`src/rtl/stream_arb_2to1_pkg.sv`:
```
// Shared encodings for the 2:1 round-robin packet arbiter.
// Grant states and selector codes are shared with the selector.
package stream_arb_2to1_pkg;

    typedef enum logic [1:0] {
        IDLE  = 2'd0,
        GNT_A = 2'd1,
        GNT_B = 2'd2
    } state_t;

    localparam logic SEL_A = 1'b0;
    localparam logic SEL_B = 1'b1;

endpackage

```
`src/rtl/stream_arb_2to1_if.sv`:
```
// Valid/ready packet stream bundle.
// The master drives the beat, and the slave answers with ready.
interface stream_arb_2to1_if #(
    parameter int DATA_W = 8
);
    logic              valid;
    logic [DATA_W-1:0] data;
    logic              last;
    logic              ready;

    modport master (
        output valid, data, last,
        input  ready
    );

    modport slave (
        input  valid, data, last,
        output ready
    );
endinterface

```
`src/rtl/stream_arb_2to1_mux.sv`:
```
// Vectorised 2:1 selector, steered by the arbiter's sel line.
// A sel of 0 passes in0 (stream A), and a sel of 1 passes in1 (stream B).
module stream_arb_2to1_mux
    import stream_arb_2to1_pkg::*;
#(
    parameter int W = 9
) (
    input  logic         sel,
    input  logic [W-1:0] in0,
    input  logic [W-1:0] in1,
    output logic [W-1:0] out
);

    assign out = (sel == SEL_B) ? in1 : in0;

endmodule

```
`src/rtl/stream_arb_2to1.sv`:
```
// Round-robin 2:1 packet arbiter with packet lock and a registered output.
// Arbitration takes one idle cycle per grant, and the payload passes through the shared selector.
module stream_arb_2to1
    import stream_arb_2to1_pkg::*;
#(
    parameter int DATA_W = 8
) (
    input  logic clk,
    input  logic rst,
    stream_arb_2to1_if.slave  a,
    stream_arb_2to1_if.slave  b,
    stream_arb_2to1_if.master y,
    output logic sel
);

    state_t            state;
    logic              prio;
    logic              vld_q;
    logic [DATA_W-1:0] data_q;
    logic              last_q;
    logic              space;
    logic              take;
    logic [DATA_W:0]   pick;

    assign space   = !vld_q | y.ready;
    assign a.ready = (state == GNT_A) & space;
    assign b.ready = (state == GNT_B) & space;
    assign take    = (a.valid & a.ready)
                   | (b.valid & b.ready);

    assign y.valid = vld_q;
    assign y.data  = data_q;
    assign y.last  = last_q;

    // In a grant state, sel already equals the granted stream.
    stream_arb_2to1_mux #(
        .W(DATA_W + 1)
    ) u_mux (
        .sel(sel),
        .in0({a.last, a.data}),
        .in1({b.last, b.data}),
        .out(pick)
    );

    always_ff @(posedge clk) begin
        if (rst) begin
            state  <= IDLE;
            prio   <= SEL_A;
            sel    <= SEL_A;
            vld_q  <= 1'b0;
            data_q <= '0;
            last_q <= 1'b0;
        end else begin
            if (take) begin
                vld_q  <= 1'b1;
                data_q <= pick[DATA_W-1:0];
                last_q <= pick[DATA_W];
            end else if (y.ready) begin
                vld_q <= 1'b0;
            end

            unique case (state)
                IDLE: begin
                    if (a.valid && (prio == SEL_A || !b.valid)) begin
                        state <= GNT_A;
                        sel   <= SEL_A;
                    end else if (b.valid) begin
                        state <= GNT_B;
                        sel   <= SEL_B;
                    end
                end
                GNT_A: begin
                    if (take && pick[DATA_W]) begin
                        state <= IDLE;
                        prio  <= SEL_B;
                    end
                end
                GNT_B: begin
                    if (take && pick[DATA_W]) begin
                        state <= IDLE;
                        prio  <= SEL_A;
                    end
                end
                default: state <= IDLE;
            endcase
        end
    end

endmodule

```
`src/flat_wrapper.sv`:
```
// flat-port wrapper written by rule: the top's interface ports become plain ports
module stream_arb_2to1_flat import stream_arb_2to1_pkg::*;
#(
    parameter int DATA_W = 8
)
  (clk, rst, sel, a_valid, a_data, a_last, a_ready, b_valid, b_data, b_last, b_ready, y_valid, y_data, y_last, y_ready);
  stream_arb_2to1_if #(.DATA_W(DATA_W)) a_i ();
  stream_arb_2to1_if #(.DATA_W(DATA_W)) b_i ();
  stream_arb_2to1_if #(.DATA_W(DATA_W)) y_i ();
  input  logic clk;
  input  logic rst;
  output logic sel;
  input wire logic [$bits(a_i.valid)-1:0] a_valid;
  input wire logic [$bits(a_i.data)-1:0] a_data;
  input wire logic [$bits(a_i.last)-1:0] a_last;
  output wire logic [$bits(a_i.ready)-1:0] a_ready;
  input wire logic [$bits(b_i.valid)-1:0] b_valid;
  input wire logic [$bits(b_i.data)-1:0] b_data;
  input wire logic [$bits(b_i.last)-1:0] b_last;
  output wire logic [$bits(b_i.ready)-1:0] b_ready;
  output wire logic [$bits(y_i.valid)-1:0] y_valid;
  output wire logic [$bits(y_i.data)-1:0] y_data;
  output wire logic [$bits(y_i.last)-1:0] y_last;
  input wire logic [$bits(y_i.ready)-1:0] y_ready;
  assign a_i.valid = a_valid;
  assign a_i.data = a_data;
  assign a_i.last = a_last;
  assign a_ready = a_i.ready;
  assign b_i.valid = b_valid;
  assign b_i.data = b_data;
  assign b_i.last = b_last;
  assign b_ready = b_i.ready;
  assign y_valid = y_i.valid;
  assign y_data = y_i.data;
  assign y_last = y_i.last;
  assign y_i.ready = y_ready;
  stream_arb_2to1 #(.DATA_W(DATA_W)) u_core (.clk(clk), .rst(rst), .a(a_i), .b(b_i), .y(y_i), .sel(sel));
endmodule
```
`config.mk`:
```
export PLATFORM = sky130hd
export DESIGN_NAME = stream_arb_2to1_flat
export DESIGN_NICKNAME = d
export VERILOG_FILES = /design/src/rtl/stream_arb_2to1_pkg.sv /design/src/rtl/stream_arb_2to1_if.sv /design/src/rtl/stream_arb_2to1_mux.sv /design/src/rtl/stream_arb_2to1.sv /design/src/flat_wrapper.sv
export SDC_FILE = /design/constraint.sdc
export NUM_CORES = 1
export LEC_CHECK = 0
export BUFFER_PORTS_ARGS = -buffer_cell sky130_fd_sc_hd__buf_2
export CAP_MARGIN = 20
export CORE_ASPECT_RATIO = 0.75
export CORE_MARGIN = 1
export CORE_UTILIZATION = 40
export CTS_BUF_LIST = sky130_fd_sc_hd__clkbuf_4 sky130_fd_sc_hd__clkbuf_8 sky130_fd_sc_hd__clkbuf_16
export DETAILED_ROUTE_END_ITERATION = 6
export GPL_ROUTABILITY_DRIVEN = 0
export PLACE_DENSITY = 0.68
export SLEW_MARGIN = 20
export SYNTH_ARGS = -nofsm -noshare
export SYNTH_HDL_FRONTEND = slang
export SYNTH_SLANG_ARGS = --single-unit
export TNS_END_PERCENT = 10
```
`constraint.sdc`:
```
create_clock -name clk -period 1.75 [get_ports clk]
set_input_delay 0.35 -clock clk [delete_from_list [all_inputs] [get_ports clk]]
set_output_delay 0.35 -clock clk [all_outputs]
set_load 0.01 [all_outputs]
```
# Yosys cells after proc, flatten, opt, wreduce, memory -nomap -nowiden
# Cells that the tools add are included.
# totals
regBits	14
in_bits	23
output_inout_bits	13
word_cells	44
# classes
eq_ne	6
mux	12
bitwise	7
n_reduce_logical	13
# op_table
operator	count
2-to-1 mux 9 bit	1
2-to-1 mux 1 bit	6
2-to-1 mux 2 bit	3
nonzero test 2 bit	3
AND 1 bit	4
inequality test 2 bit, second input constant	2
one-hot mux 2 bit (2 select lines)	1
AND reduction 2 bit	2
inequality test 3 x 2 -> 1 bit, second input constant	1
AND reduction 3 bit	1
== test 2 x 1 -> 1 bit, second input constant	1
== test 2 bit, second input constant	1
logical AND 1 bit	2
zero test 1 bit	2
zero test 2 bit	1
inequality test 2 x 1 -> 1 bit, second input constant	1
bitwise OR 1 bit	2
one-hot mux 1 bit (2 select lines)	1
OR reduction 2 bit	1
logical OR 1 bit	1
NOT 1 bit	1

# Longest topological paths before layout
# Gate-level depths: netlist (run 1).
# depth
depth_word	8
depth_mapped	7
mapped_depth_nobuf	6

# Hierarchy
# Synthesis (run 1) repeated with hierarchy kept, for this count alone.
# hier_totals
hier_cells	82
hier_area_um2	757.0
# by_module_without_submodules
mod	n_inst	cells_per_inst	area_each_um2	seq_area_each_um2
stream_arb_2to1	1	72	610.6	280.3
stream_arb_2to1_mux	1	10	146.4	0.0

# Worst setup path before layout (run 1)
# OpenSTA, ideal clock, no wires.
# synth_path
path_kind	register to register
start	register u_core.state[1]
end	register u_core.state[0]
setup_time_ps	71
arrival_time_ps	1337
path_slack_ps	342
stages_incl_launch_ff	7
n_path_buf	0
period_less_slack_ps	1408
cell_sequence	dfxtp_1 > inv_1 > ha_1 > a22oi_4 > o31ai_4 > a21o_2 > a21oi_1
# synth_between
elab_chain_len	7
# synth_lines
element	line	text
from (decl)	stream_arb_2to1.sv:16	state_t state;
from (signal assigned)	stream_arb_2to1.sv:47	state <= IDLE;
from (signal assigned)	stream_arb_2to1.sv:65	state <= GNT_A;
from (signal assigned)	stream_arb_2to1.sv:68	state <= GNT_B;
== test 2 x 1 -> 1 bit or == test 2 bit (tied branches)	stream_arb_2to1.sv:26, stream_arb_2to1.sv:62, stream_arb_2to1.sv:27	
AND 1 bit (on tied branches)	stream_arb_2to1.sv:26, stream_arb_2to1.sv:27	
AND 1 bit (on tied branches)	stream_arb_2to1.sv:28, stream_arb_2to1.sv:29	
bitwise OR 1 bit	stream_arb_2to1.sv:29	| (b.valid & b.ready);
logical AND 1 bit	stream_arb_2to1.sv:73, stream_arb_2to1.sv:79	
inequality test 2 x 1 -> 1 bit (no source line)	n/a	
AND reduction 2 bit (no source line)	n/a	
# Parallel ways exist; a longest one is shown, timed or not.
# A chain may end at the register's enable or synchronous reset.

# Worst setup path in the final report (run 1)
# layout_path
start	register u_core.state[0]
end	output port b_ready
# layout_between
elab_chain_len	2
# layout_lines
element	line	text
== test 2 bit	stream_arb_2to1.sv:27	assign b.ready = (state == GNT_B) & space;
AND 1 bit	stream_arb_2to1.sv:27	
to (decl)	flat_wrapper.sv:20	output wire logic [$bits(b_i.ready)-1:0] b_ready;
# Every way passes these cells.

==> results of run 1 <==
stage by stage:
step / power, mW / setup WS (ps) / utilization, %
after floorplan: 1.01 / 342 / -
after global placement: 1.17 / 303 / 57.5
after detailed placement: 1.20 / 222 / 57.5
after CTS: 1.38 / 145 / 59.0
after global routing: 1.48 / 82.5 / 59.0
final: 1.36 / 155 / 59.0
cell type report:
type	instances	area (um^2)	area share [%]
clock buffer	3	22.5	2.40
inverter	2	7.51	0.800
multi-input combinational	52	419	44.7
sequential	14	280	29.9
tap	21	26.3	2.80
timing repair buffer	36	183	19.5
power breakdown:
| group | switching [mW] | total [mW] | internal (mW) |
|---|---|---|---|
| Sequential | 0.0570 | 0.478 | 0.421 |
| Combinational | 0.394 | 0.707 | 0.313 |
| Clock | 0.0963 | 0.176 | 0.0797 |
state kept, by name (all words and copies together) (netlist names):
register	count
u_core.y.valid	1
u_core.state	2
u_core.sel	1
u_core.prio	1
u_core.y.data	8
u_core.y.last	1
kinds of logic after synthesis:
group,share of synthesized area [%]
AO/OA/AOI/OAI,25.0
AND/OR/NAND/NOR,14.4
flip-flops,38.4
multiplexers,12.9
buffers and inverters,4.12
adder cells (fa/ha/maj),5.15
layout by cell type, fill, tap and decap left out, types with 2 or more instances in the layout:
cell type	Yosys	routed
a211oi_1	11	11
a21oi_1	4	4
and2_1	2	2
buf_2	0	35
clkbuf_4	0	3
dfxtp_1	14	14
ha_1	3	3
inv_1	2	2
mux2i_1	8	8
nand2b_1	2	2
nor2_1	10	10
critical path, cell delays in order (launching register included):
cell and delay [ps]:
dfxtp_1 360, inv_1 80, ha_1 250, and2_1 150, buf_2 130
per-layer routing:
metal	GRT usage (%)	routed length, um	vias up
met5	0	0	-
met4	6.08	13	0
met3	7.06	111	2
met2	32.6	741	25
met1	20.0	744	294
li1	-	-	332
how the worst max path moves through the flow:
stage | cells past startpoint | start | slack, ps | endpoint
after floorplan | 6 | u_core.state[1] | 340 | u_core.state[0]
after global placement | 6 | u_core.state[1] | 300 | u_core.state[0]
after detailed placement | 6 | u_core.state[1] | 220 | u_core.state[0]
after CTS | 4 | u_core.state[1] | 150 | a_ready
after global routing | 4 | u_core.state[0] | 80 | b_ready
final | 4 | u_core.state[0] | 150 | b_ready
==> results.json, run 1 <==
{
  "status": "completed",
  "drtPass1Iterations": 4,
  "ys_ff_latch": 14,
  "fillers": 158,
  "synth.avg_cell_area_um2": 10.3,
  "numClockSinks": 14,
  "antenna_found_initial": 0,
  "numCtsBuffers": 3,
  "synth_cell_types": 24,
  "synthTopCellsByArea": "dfxtp_1, a211oi_1, mux2i_1, ha_1, nor2_1",
  "reg2reg_slack_ps": 210,
  "final_antenna_net_count": 0,
  "die_area_um2": 2000,
  "final_nets": 135,
  "crit_arrival_ps": 1250,
  "grt_pass1_wl_mm": 2.53,
  "clkLatencyLatePin_ps": 270,
  "grt_max_degree": 19,
  "cts_tree": "yes",
  "yosysTopAreaCell": "dfxtp_1",
  "rsz0062_at_grt": "false",
  "avgViaCountPerCell": 5.10,
  "power.leakage_nw": 0.420,
  "yosysTopAreaCellShare_pct": 38.4,
  "hold_end": "u_core.y.data[2]",
  "ios": 36,
  "tightest_slew_ps": 309,
  "ys_seq_area_share_pct": 38.4,
  "synth_nets": 97,
  "start_util_pct": 45.8,
  "h-tree-depth": 1,
  "wire_per_inst_um": 12.6,
  "synth-edff-count": 0,
  "cts_hold_buf": 0,
  "cp.required_ps": 1400,
  "io_buffers": 35,
  "tns_ps": 0,
  "synthCells": 71,
  "worstSetupPathType": "reg2out",
  "synth_flop_cell": "dfxtp_1",
  "grt_pass1_vias": 605,
  "synth_area_um2": 729,
  "cts_resized": 0,
  "dp.cells": 125,
  "path_clk_slew_ps": 80,
  "cts_setup_buffers": 0,
  "finalHoldViolCount": 0,
  "gr-total-overflow": 0,
  "n_antenna_cell": 0,
  "cts_max_path_buffers": 2,
  "postLayoutCellArea_um2": 938,
  "reg2reg_depth": 6,
  "slew-limit-headroom_pct": 79.0,
  "area_growth_pct": 28.6,
  "placementRows": 12,
  "totalWireLength_mm": 1.61,
  "finalCriticalPeriod_ps": 1600,
  "finalClockSkew_ps": 4.46,
  "cellPowerDensity_nw_per_um2": 1450,
  "drive_above_1_share_pct": 43.9,
  "finalMaxSlewViolations": 0,
  "setup_viol": 0,
  "hp-start": "a_data[2]",
  "instances_no_fill": 128,
  "yosysWarnings": 0,
  "dieHeight_um": 39.0,
  "synth_most_common_cell": "dfxtp_1",
  "critPathLaunchType": "flip-flop",
  "hold_depth": 3,
  "maxCapViolations": 0,
  "period_share_pct": 91.2,
  "grt.total_usage_pct": 18.2,
  "vdd.ir_drop.worst_v": 0.000860,
  "r2r_start": "u_core.state[1]",
  "drt_iter0_markers": 9,
  "cp-end-kind": "primary output",
  "post-dp-hpwl_mm": 1.21,
  "worstHoldPathType": "in2reg",
  "vias": 653,
  "fp.coreArea_um2": 1590,
  "place_area_um2": 916,
  "max_clock_freq_ghz": 0.627,
  "hold_ws_ps": 399,
  "drc": 0,
  "cts-root-buf": "clkbuf_4",
  "die_w_um": 51.3,
  "synthArstFlopShare_pct": 0,
  "r2r_end": "u_core.prio",
  "worstPathMaxFanout": 3,
  "synth_common_cells": "dfxtp_1, a211oi_1, nor2_1, mux2i_1, a21oi_1"
}
No activity file was read; power rests on OpenSTA's default activity.
==> run 2, diff against run 1 <==
- ABC_AREA: default -> 1
- PLACE_DENSITY: 0.68 -> 0.67
==> results.json, run 2 <==
{
  "grt_pass1_vias": 650,
  "status": "completed",
  "path_clk_slew_ps": 90,
  "n_antenna_cell": 0,
  "maxCapViolations": 0,
  "cts-root-buf": "clkbuf_4",
  "tightest_slew_ps": 275,
  "instances_no_fill": 153,
  "synthTopCellsByArea": "dfxtp_1, nand2_1, nand2_4, a31oi_1, ha_1",
  "dieHeight_um": 40.2,
  "vias": 736,
  "cts_hold_buf": 0,
  "die_w_um": 52.9,
  "dp_slack_ps": 402,
  "io_buffers": 35,
  "dp.cells": 149,
  "post-dp-hpwl_mm": 1.28,
  "synthArstFlopShare_pct": 0,
  "cp.required_ps": 1400,
  "yosysTopAreaCellShare_pct": 36.1,
  "tns_ps": 0,
  "fillers": 180,
  "worstPathCellList": "inv_1 -> ha_2 -> inv_1 -> nor2_1 -> buf_2",
  "synth_nets": 119,
  "fp.coreArea_um2": 1770,
  "layout_common_cells": "buf_2, nand2_1, dfxtp_1",
  "cp_slowest_cell": "dfxtp_1",
  "synth_flop_cell": "dfxtp_1",
  "cts_resized": 0,
  "cp-end-kind": "primary output",
  "numCtsBuffers": 3,
  "setup_viol": 0,
  "drt_iter0_markers": 13,
  "critPathLaunchType": "flip-flop",
  "avgViaCountPerCell": 4.81,
  "finalClockSkew_ps": 1.16,
  "synth_most_common_cell": "nand2_1",
  "antenna_found_initial": 0,
  "die_area_um2": 2120,
  "cts_max_path_buffers": 2,
  "synth_area_um2": 777,
  "cts_tree": "yes",
  "worstPathMaxFanout": 3,
  "worstSetupPathType": "reg2out",
  "synth.avg_cell_area_um2": 8.35,
  "synth-edff-count": 0,
  "clkLatencyLatePin_ps": 280,
  "finalHoldViolCount": 0,
  "yosysWarnings": 0,
  "cp_common_cell": "inv_1",
  "area_growth_pct": 28.7,
  "slew-limit-headroom_pct": 81.7,
  "finalCriticalPeriod_ps": 1600,
  "vdd.ir_drop.worst_v": 0.000712,
  "drc": 0,
  "grt_pass1_wl_mm": 2.75,
  "start_util_pct": 43.8,
  "synthCells": 93,
  "drive_above_1_share_pct": 46.6,
  "gr-total-overflow": 0,
  "placementRows": 13,
  "max_clock_freq_ghz": 0.626,
  "ys_seq_area_share_pct": 36.1,
  "synth_cell_types": 22,
  "worst_slack_ps": 153,
  "synth_common_cells": "nand2_1, dfxtp_1, a31oi_1, inv_1, o21ai_1",
  "grt_max_degree": 20,
  "drtPass1Iterations": 5,
  "worstHoldPathType": "in2reg",
  "period_share_pct": 91.3,
  "multiInputGateArea_um2": 432,
  "wire_per_inst_um": 10.6,
  "cellPowerDensity_nw_per_um2": 1430,
  "crit_family": "flip-flops",
  "finalMaxSlewViolations": 0,
  "final_common_cell": "buf_2",
  "totalWireLength_mm": 1.62,
  "power.leakage_nw": 0.510,
  "crit_arrival_ps": 1250,
  "cp_num_buf_inv": 3,
  "ys_ff_latch": 14,
  "cts_setup_buffers": 0,
  "h-tree-depth": 1,
  "grt.total_usage_pct": 18.2,
  "final_nets": 158,
  "rsz0062_at_grt": "false",
  "numClockSinks": 14,
  "yosysTopAreaCell": "dfxtp_1",
  "largest_reg_flops": 8,
  "seq_area_um2": 280,
  "final_antenna_net_count": 0,
  "cpPeakStageDelay_ps": 350,
  "ios": 36
}
-- run 2: stage by stage --
step / instance area [um^2] / power [mW] / utilization, % / hold slack, ps
final: 1000 / 1.43 / 56.4 / 297
after global routing: 1000 / 1.57 / 56.4 / 288
after CTS: 997 / 1.44 / 56.2 / 293
after detailed placement: 961 / 1.20 / 54.2 / 467
after global placement: 961 / 1.19 / 54.2 / 459
after floorplan: 777 / 1.03 / - / 412
-- run 2: routing by layer --
layer | vias up | GRT usage (%) | wire length [um]
met3 | 2 | 6.82 | 114
met2 | 29 | 31.3 | 749
met4 | 0 | 1.97 | 15
li1 | 380 | - | -
met1 | 325 | 22.5 | 745
met5 | - | 0 | 0
-- run 2: final timing paths --
check,from,to,slack (ps),depth (start not counted)
max reg2reg,u_core.state[1],u_core.state[0],410,9
min,rst,u_core.state[0],300,2
min reg2reg,u_core.prio,u_core.prio,480,2
max,u_core.state[0],b_ready,150,5
-- run 2: area by class of cell --
type | instances | share of cell area (%)
multi-input cells | 66 | 43.2
flip-flops and latches | 14 | 28.0
repair buffers | 36 | 18.3
inverters | 11 | 4.13
clock buffers | 4 | 3.63
well taps | 22 | 2.75
-- run 2: logic make-up (layout without fill, tap and decap cells) --
kind of cell / after synthesis / in the layout / synth area share, %
AOI/OAI and AO/OA: 23 / 23 / 17.9
adders and majority gates: 3 / 3 / 4.83
buffers and inverters: 13 / 51 / 8.70
DFF: 14 / 14 / 36.1
and+or+nand+nor: 40 / 40 / 32.5
-- run 2: worst register-to-register path, delay by kind of cell (launching register included) --
kind	cells	cell delay (ps)
adder cells (fa/ha/maj)	1	230
buffers and inverters	1	110
AND/OR/NAND/NOR	6	530
flip-flops	1	320
AO/OA/AOI/OAI	1	40
-- run 2: power breakdown --
part	leakage (nW)	internal [mW]	total (mW)	switching, mW
combinational	0.374	0.285	0.699	0.413
clock	0.0210	0.127	0.237	0.110
sequential	0.115	0.425	0.492	0.0667
==> run 3, diff against run 2 <==
- ABC_AREA: 1 -> default
- CORE_UTILIZATION: 40 -> 30
- PLACE_DENSITY: 0.67 -> default
==> results.json, run 3 (same netlist as run 1, synthesis figures left out) <==
{
  "status": "finished with violations",
  "violations": "DRC",
  "clkLatencyLatePin_ps": 280,
  "critPathLaunchType": "flip-flop",
  "dieHeight_um": 44.7,
  "period_share_pct": 91.0,
  "cts_resized": 0,
  "n_antenna_cell": 0,
  "reg2reg_slack_ps": 230,
  "numClockSinks": 14,
  "grt_use_met1_pct": 15.7,
  "layout_common_cells": "buf_2, dfxtp_1, a211oi_1",
  "wire_per_inst_um": 10.6,
  "h-tree-depth": 1,
  "die_area_um2": 2630,
  "worstPathMaxFanout": 3,
  "fp.coreArea_um2": 2290,
  "finish.utilization_pct": 41.7,
  "worstSetupPathType": "reg2out",
  "fillers": 236,
  "grt_pass1_vias": 515,
  "antenna_found_initial": 0,
  "p_total_mw": 1.35,
  "final_antenna_net_count": 0,
  "instances_no_fill": 141,
  "drive_above_1_share_pct": 43.9,
  "slew-limit-headroom_pct": 79.0,
  "cts_tree": "yes",
  "worstHoldPathType": "in2reg",
  "totalWireLength_mm": 1.50,
  "tightest_slew_ps": 309,
  "path_clk_slew_ps": 80,
  "grt_max_degree": 19,
  "grt_pass1_wl_mm": 2.24,
  "finalHoldViolCount": 0,
  "cp-end-kind": "primary output",
  "placementRows": 15,
  "start_util_pct": 31.9,
  "use_met3_pct": 6.30,
  "avgViaCountPerCell": 4.56,
  "final_nets": 135,
  "r2r_start": "u_core.state[1]",
  "max_clock_freq_ghz": 0.628,
  "reg2reg_depth": 6,
  "cp.required_ps": 1400,
  "maxCapViolations": 0,
  "setup_viol": 0,
  "final_common_cell": "buf_2",
  "cts_setup_buffers": 0,
  "io_buffers": 35,
  "startpoint": "u_core.state[1]",
  "finalClockSkew_ps": 4.83,
  "cts_hold_buf": 0,
  "drtPass1Iterations": 6,
  "die_w_um": 58.9,
  "cts-root-buf": "clkbuf_4",
  "drc": 2,
  "area_growth_pct": 30.9,
  "dp.cells": 138,
  "grt.total_usage_pct": 11.6,
  "ios": 36,
  "met2_usage_pct": 15.9,
  "cellPowerDensity_nw_per_um2": 1420,
  "numCtsBuffers": 3,
  "post-dp-hpwl_mm": 1.21,
  "largest_reg_flops": 8,
  "power.leakage_nw": 0.420,
  "grt_busiest_layer": "met2",
  "gr-total-overflow": 0,
  "drt_iter0_markers": 8,
  "r2r_end": "u_core.state[0]",
  "finalCriticalPeriod_ps": 1590,
  "rsz0062_at_grt": "false",
  "vias": 643,
  "vdd.ir_drop.worst_v": 0.000545,
  "crit_arrival_ps": 1240,
  "endpoint": "a_ready",
  "finalMaxSlewViolations": 0,
  "cts_max_path_buffers": 2,
  "tns_ps": 0
}
==> run 3: cell count changes in the layout (fill, tap and decap cells not counted), moves of 4 or more <==
cell	before	now
nand2_1	21	1
a211oi_1	0	11
a31oi_1	8	0
mux2i_1	0	8
nor2_1	3	10
inv_1	8	2
o21ai_1	6	0
nand2_4	5	0
nand2_2	4	0
==> run 3: layout make-up <==
type                       instances  area (um^2)  area share (%)
clock buffer                       3         22.5            2.36
inverter                           2         7.51           0.786
multi-input combinational         52          419            43.9
sequential                        14          280            29.4
tap                               34         42.5            4.46
timing repair buffer              36          183            19.1
==> run 3: metal layers <==
| layer | routed length (um) | share of wire (%) |
|---|---|---|
| met5 | 0 | 0 |
| met1 | 716 | 48 |
| met2 | 676 | 45 |
| met3 | 92 | 6.2 |
| met4 | 9 | 0.60 |
==> run 3: power breakdown <==
group | internal, mW | switching (mW) | leakage (nW)
Sequential | 0.421 | 0.0593 | 0.115
Combinational | 0.313 | 0.383 | 0.292
Clock | 0.0798 | 0.0975 | 0.0138
==> run 3: worst min path at each step <==
| stage | from | to | slack, ps | depth (start not counted) |
|---|---|---|---|---|
| finish | y_ready | u_core.y.valid | 400 | 3 |
| global route | a_data[3] | u_core.y.data[3] | 410 | 3 |
| CTS | a_data[3] | u_core.y.data[3] | 400 | 3 |
| detailed placement | u_core.y.data[0] | u_core.y.data[0] | 490 | 2 |
| global placement | u_core.y.data[1] | u_core.y.data[1] | 490 | 2 |
| floorplan | rst | u_core.y.data[4] | 420 | 1 |
==> run 3: stage by stage <==
stage,setup WS (ps),hold WS [ps],instance area [um^2]
after detailed placement,229,490,932
final,158,398,955
after CTS,139,396,955
after global routing,77.1,413,955
after global placement,307,486,932
after floorplan,342,423,729
==> run 3: critical path, stage by stage, from the launching register on <==
cell and delay [ps]:
dfxtp_1 380, inv_1 70, ha_1 240, and2_1 150
buf_2 130
